### src/rtl/mem_seq_pkg.sv
// Shared size encodings, FSM state type and beat-count helper for the
// byte-wide memory sequencer.
package mem_seq_pkg;

   localparam logic [1:0] SZ_BYTE    = 2'b00;
   localparam logic [1:0] SZ_HALF    = 2'b01;
   localparam logic [1:0] SZ_WORD    = 2'b10;
   localparam logic [1:0] SZ_ILLEGAL = 2'b11;

   typedef enum logic [1:0] {
      ST_IDLE = 2'd0,
      ST_XFER = 2'd1,
      ST_DONE = 2'd2
   } seq_state_t;

   function automatic logic [2:0] beats_of(input logic [1:0] size);
      case (size)
         SZ_BYTE: beats_of = 3'd1;
         SZ_HALF: beats_of = 3'd2;
         SZ_WORD: beats_of = 3'd4;
         default: beats_of = 3'd0;
      endcase
   endfunction

endpackage

### src/rtl/mem_byte_sequencer_load_extender.sv
// Zero/sign extension of an assembled big-endian load value to 32 bits.
module load_extender
   import mem_seq_pkg::*;
(
   input  logic [31:0] i_raw,
   input  logic [1:0]  i_size,
   input  logic        i_sign,
   output logic [31:0] o_data
);

   always_comb begin
      o_data = i_raw;
      case (i_size)
         SZ_BYTE: o_data = i_sign ? {{24{i_raw[7]}}, i_raw[7:0]}
                                  : {24'h000000, i_raw[7:0]};
         SZ_HALF: o_data = i_sign ? {{16{i_raw[15]}}, i_raw[15:0]}
                                  : {16'h0000, i_raw[15:0]};
         default: o_data = i_raw;
      endcase
   end

endmodule

### src/rtl/mem_byte_sequencer.sv
// Splits one MOV request of 1/2/4 bytes into single-byte RAM beats and
// answers with MOC on a four-phase MOV/MOC handshake.
//
// state   | meaning
// --------+---------------------------------------------------------
// ST_IDLE | waiting for MOV; latches request and drives beat 0
// ST_XFER | issuing remaining beats, collecting read bytes
// ST_DONE | MOC high until MOV drops
module mem_byte_sequencer
   import mem_seq_pkg::*;
#(
   parameter int ADDR_W = 8
) (
   input  logic              CLK,
   input  logic              RESET,
   input  logic              MOV,
   input  logic              RW,
   input  logic [2:0]        MS,
   input  logic [31:0]       ADDR,
   input  logic [31:0]       DATA_IN,
   output logic [31:0]       DATA_OUT,
   output logic              MOC,
   output logic              ERR,
   output logic [ADDR_W-1:0] MEM_ADDR,
   output logic [7:0]        MEM_WDATA,
   output logic              MEM_WE,
   output logic              MEM_RE,
   input  logic [7:0]        MEM_RDATA
);

   seq_state_t        r_state;
   logic              r_rw;
   logic [1:0]        r_size;
   logic              r_sign;
   logic [ADDR_W-1:0] r_base;
   logic [31:0]       r_wdata;
   logic [2:0]        r_beat;
   logic [2:0]        r_rx_left;
   logic              r_re_d;
   logic [31:0]       r_asm;

   logic [ADDR_W-1:0] w_base;
   logic [2:0]        w_nbeats_in;
   logic [2:0]        w_nbeats;
   logic [31:0]       w_asm_next;
   logic [31:0]       w_load;
   logic              w_unused_addr;

   // Byte k of the low nb bytes, counted from the most significant end.
   function automatic logic [7:0] pick_byte(input logic [31:0] d,
                                            input logic [2:0]  nb,
                                            input logic [2:0]  k);
      logic [2:0]  idx;
      logic [31:0] s;
      idx = nb - k - 3'd1;
      s   = d >> {idx, 3'b000};
      return s[7:0];
   endfunction

   assign w_unused_addr = &{1'b0, ADDR[31:ADDR_W]};
   assign w_nbeats_in   = beats_of(MS[1:0]);
   assign w_nbeats      = beats_of(r_size);
   assign w_asm_next    = {r_asm[23:0], MEM_RDATA};

   always_comb begin
      w_base = ADDR[ADDR_W-1:0];
      if (MS[1:0] == SZ_HALF)
         w_base[0] = 1'b0;
      else if (MS[1:0] == SZ_WORD)
         w_base[1:0] = 2'b00;
   end

   load_extender u_load_extender (
      .i_raw  (w_asm_next),
      .i_size (r_size),
      .i_sign (r_sign),
      .o_data (w_load)
   );

   always_ff @(posedge CLK) begin
      if (RESET) begin
         r_state   <= ST_IDLE;
         r_rw      <= 1'b0;
         r_size    <= SZ_BYTE;
         r_sign    <= 1'b0;
         r_base    <= '0;
         r_wdata   <= '0;
         r_beat    <= '0;
         r_rx_left <= '0;
         r_re_d    <= 1'b0;
         r_asm     <= '0;
         DATA_OUT  <= '0;
         MOC       <= 1'b0;
         ERR       <= 1'b0;
         MEM_ADDR  <= '0;
         MEM_WDATA <= '0;
         MEM_WE    <= 1'b0;
         MEM_RE    <= 1'b0;
      end else begin
         // A read strobe in the previous cycle means MEM_RDATA is valid now.
         r_re_d <= MEM_RE;
         case (r_state)
            ST_IDLE: begin
               MEM_WE <= 1'b0;
               MEM_RE <= 1'b0;
               if (MOV) begin
                  r_rw      <= RW;
                  r_size    <= MS[1:0];
                  r_sign    <= MS[2];
                  r_base    <= w_base;
                  r_wdata   <= DATA_IN;
                  r_asm     <= '0;
                  r_beat    <= 3'd1;
                  r_rx_left <= w_nbeats_in;
                  if (MS[1:0] == SZ_ILLEGAL) begin
                     ERR     <= 1'b1;
                     MOC     <= 1'b1;
                     r_state <= ST_DONE;
                  end else begin
                     ERR       <= 1'b0;
                     MEM_ADDR  <= w_base;
                     MEM_WDATA <= RW ? 8'h00 : pick_byte(DATA_IN, w_nbeats_in, 3'd0);
                     MEM_WE    <= ~RW;
                     MEM_RE    <= RW;
                     r_state   <= ST_XFER;
                  end
               end
            end
            ST_XFER: begin
               if (r_beat != w_nbeats) begin
                  MEM_ADDR  <= r_base + ADDR_W'(r_beat);
                  MEM_WDATA <= r_rw ? 8'h00 : pick_byte(r_wdata, w_nbeats, r_beat);
                  MEM_WE    <= ~r_rw;
                  MEM_RE    <= r_rw;
                  r_beat    <= r_beat + 3'd1;
               end else begin
                  MEM_WE <= 1'b0;
                  MEM_RE <= 1'b0;
                  if (!r_rw) begin
                     MOC     <= 1'b1;
                     r_state <= ST_DONE;
                  end
               end
               if (r_rw && r_re_d) begin
                  r_asm     <= w_asm_next;
                  r_rx_left <= r_rx_left - 3'd1;
                  if (r_rx_left == 3'd1) begin
                     DATA_OUT <= w_load;
                     MOC      <= 1'b1;
                     r_state  <= ST_DONE;
                  end
               end
            end
            ST_DONE: begin
               MEM_WE <= 1'b0;
               MEM_RE <= 1'b0;
               if (!MOV) begin
                  MOC     <= 1'b0;
                  r_state <= ST_IDLE;
               end
            end
            default: r_state <= ST_IDLE;
         endcase
      end
   end

endmodule
### config.mk
export PLATFORM = sky130hd
export DESIGN_NAME = mem_byte_sequencer
export DESIGN_NICKNAME = d
export VERILOG_FILES = /design/src/rtl/mem_seq_pkg.sv /design/src/rtl/mem_byte_sequencer_load_extender.sv /design/src/rtl/mem_byte_sequencer.sv
export SDC_FILE = /design/constraint.sdc
export NUM_CORES = 1
export LEC_CHECK = 0
export ABC_AREA = 1
export CAP_MARGIN = 20
export CORE_ASPECT_RATIO = 0.9
export CORE_UTILIZATION = 52
export CTS_CLUSTER_DIAMETER = 30
export CTS_CLUSTER_SIZE = 8
export DETAILED_ROUTE_END_ITERATION = 7
export GPL_TIMING_DRIVEN = 0
export PLACE_DENSITY = 0.84
export SLEW_MARGIN = 15
export SYNTH_ARGS = -nofsm -noshare
export SYNTH_HDL_FRONTEND = slang
export SYNTH_HIERARCHICAL = 1
export SYNTH_SLANG_ARGS = --single-unit
### constraint.sdc
create_clock -name CLK -period 2.3 [get_ports CLK]
set_clock_uncertainty 0.15 [all_clocks]
set_input_delay 0.345 -clock CLK [delete_from_list [all_inputs] [get_ports CLK]]
set_output_delay 0.345 -clock CLK [all_outputs]
set_load 0.1 [all_outputs]
==> results.md <==
- Vias in the first global route: 5877
- Fmax: 455 MHz
- Routed Antenna Nets: 0
- Most frequent cells after synthesis: nand2_1 (246), dfxtp_1 (129), a21oi_1 (121)
- Post-Syn Nets: 1008
- H-tree depth: 4
- Ys flop type: dfxtp_1
- Crit Path Category: reg2reg
- Lkg Pwr: 3.75 nW
- Layout cell share with drive strength beyond 1: 9.49%
- Cell Rows: 37
- Peak VDD IR: 585 uV
- CP Data Required Time: 2.50 ns
- Fin nets: 1134
- Area share of the largest cell type after synthesis: 40.6%
- TNS Setup: 0 ns
- Via count: 6598
- Status: completed
- Crit. End Element: flip-flop
- Synth area leader: dfxtp_1
- Post-DP HPWL: 12800 um
- Synth Warn #: 6
- Asr flop ratio synth: 0%
- Routed WL: 18100 um
- Max cap viols: 0
- EDFF count, synth: 0
- Slew headroom: 35.1%
- Die Y: 107 um
- Initial Utilization: 54.5%
- Power Total: 7.29 mW
- # hold bufs at CTS: 0
- Synth area leaders: dfxtp_1 (41%), nand2_1 (15%), a21oi_1 (9.5%), nand3_1 (7.3%), o21ai_0 (4.9%)
- CP Data Arrival Time: 2.40 ns
- Worst-Skew Late Latency: 0.41 ns
- Gr usage total: 29.1%
- Setup violations, final: 0
- Initial antenna violation count: 0
- Critical Path Start Type: flip-flop
- Post-synthesis sequential area ratio: 40.6%
- Mean Syn Cell Area: 6.95 um^2
- First-pass GRT wire length: 29200 um
- Syn Std Cell Area: 6360 um^2
- Root buffer cell: clkbuf_16
- PD cells: 893 nW/um^2
- Synthesis-to-finish area growth: 28.5%
- DIE WIDTH: 119 um
- I/O Buffers: 105
- CTS max path bufs: 2
- Placeable Area: 11700 um^2
- RSZ-0062 raised after global routing: false
- Worst-path clk slew: 0.06 ns
- Hold violation count in the final report: 0
- Top-count cell post-synth: nand2_1
- First-iteration detailed-routing DRC count: 739
- Final min period: 2.20 ns
- Final period util: 95.5%
- Synth Instances: 915
- IO Pins: 131
- Diode count: 0
- CTS tree: built
- CP Max Fanout: 4
- Slew @ Worst Pin: 0.977 ns
- Residual DRC: 0
- Filler cell count: 1006
- Clk sink count: 129
- DRT Pass-1 Iters: 6
- Hold/Removal Path Class: in2reg
- GR Overflow Total: 0
- Largest net degree at the start of global routing: 17
- Wire per inst: 15.0 um
- RePlAce Congestion: 0.951
- Max Slew Vio Count: 0
- Distinct cell type count after synthesis: 34
- Flops & latches, synth: 129
- Vias per Instance: 5.45
- Die area: 12700 um^2
- Num CTS Buffers: 17
## stage by stage
step / worst slack, ns / area (um^2) / utilization [%] / instances / hold slack (ns)
floorplan: 0.185 / 6360 / - / 915 / 0.279
global placement: -0.254 / 7600 / 65.2 / 1176 / 0.290
detailed placement: -0.297 / 7600 / 65.2 / 1176 / 0.289
CTS: 0.0459 / 8130 / 69.7 / 1207 / 0.220
global route: 0.00304 / 8170 / 70.0 / 1210 / 0.239
finish: 0.104 / 8170 / 70.0 / 1210 / 0.249
## worst max-delay path: stages, from the launching register on
cell,delay (ns)
dfxtp_2,0.35
inv_1,0.09
nor2_2,0.13
inv_1,0.08
fa_2,0.58
buf_4,0.17
buf_4,0.11
nand3_1,0.07
a21oi_1,0.12
nand2_1,0.06
nand2_1,0.10
nor2_1,0.05
nor2_1,0.08
## kinds of logic after synthesis
logic type / Yosys count / share of synthesized area [%]
AOI/OAI and AO/OA: 189 / 15.1
and+or+nand+nor: 430 / 29.9
xor gates and xnor gates: 3 / 0.413
buffers and inverters: 150 / 10.9
DFF: 129 / 40.6
adders and majority gates: 14 / 2.99
## placed cells by master (no fill, tap or decap), drive strengths merged, types with 2 or more instances in the layout
cell           netlist  layout
clkinv               1       4
xor2                 3       3
nor2                59      59
nand4                9       9
fa                   2       2
buf                 31      33
bufinv               0       2
a21oi              123     123
nor3                 3       3
nand3              106     106
inv                 84      84
clkinvlp             0       4
dfxtp              129     129
nand2              250     250
o21ai               64      64
dlygate4sd2          0      52
clkbuf              34      57
nand3b               3       3
clkdlybuf4s50        0      53
ha                  12      12
## state kept, by name, indices dropped and copies added (netlist names)
register   cells
DATA_OUT      32
ERR            1
MEM_ADDR       8
MEM_RE         1
MEM_WDATA      8
MEM_WE         1
MOC            1
r_asm         24
r_base         8
r_beat         3
r_re_d         1
r_rw           1
r_rx_left      3
r_sign         1
r_size         2
r_state        2
r_wdata       32
## where the power goes
group          internal [mW]  switching [mW]
clock                   1.70           0.970
sequential              2.42          0.0929
combinational          0.619            1.48
## repair_timing
item | CTS | global route
cloned | 0 | 0
endpoints found under the setup margin | 60 | 23
setup buffers | 0 | 3
endpoints found under the hold margin | 0 | 0
pin swaps | 1 | 2
gates resized for setup | 54 | 13
## layout make-up
type                            count  area, um^2  area share [%]
Timing Repair Buffer              108        1010            12.3
Clock inverter                      9         105            1.29
Tap cell                          156         195            2.39
Buffer                             64         377            4.61
Multi-Input combinational cell    636        3090            37.8
Inverter                           85         322            3.94
Sequential cell                   129        2590            31.7
Clock buffer                       23         488            5.97
## path summary, 6_finish.rpt
| path | slack [ns] | cells after the start | end | startpoint |
|---|---|---|---|---|
| setup / recovery | 0.10 | 12 | MEM_WDATA[6]$_SDFFE_PP0P_ | r_size[0]$_SDFFE_PP0P_ |
| hold / removal | 0.25 | 2 | r_asm[12]$_SDFFE_PP0P_ | RESET |
| setup reg to reg | 0.10 | 12 | MEM_WDATA[6]$_SDFFE_PP0P_ | r_size[0]$_SDFFE_PP0P_ |
| hold reg to reg | 0.29 | 2 | r_re_d$_SDFF_PP0_ | MEM_RE$_SDFFE_PP0P_ |
## per-layer routing
| metal | vias to the layer above | part of all wire, % | GRT usage (%) |
|---|---|---|---|
| met3 | 22 | 10 | 4.79 |
| met5 | - | 0 | 0 |
| li1 | 3213 | - | - |
| met4 | 0 | 1.1 | 9.40 |
| met2 | 382 | 43 | 43.7 |
| met1 | 2981 | 46 | 42.4 |
Note: power is estimated with default switching activity, not from simulation.
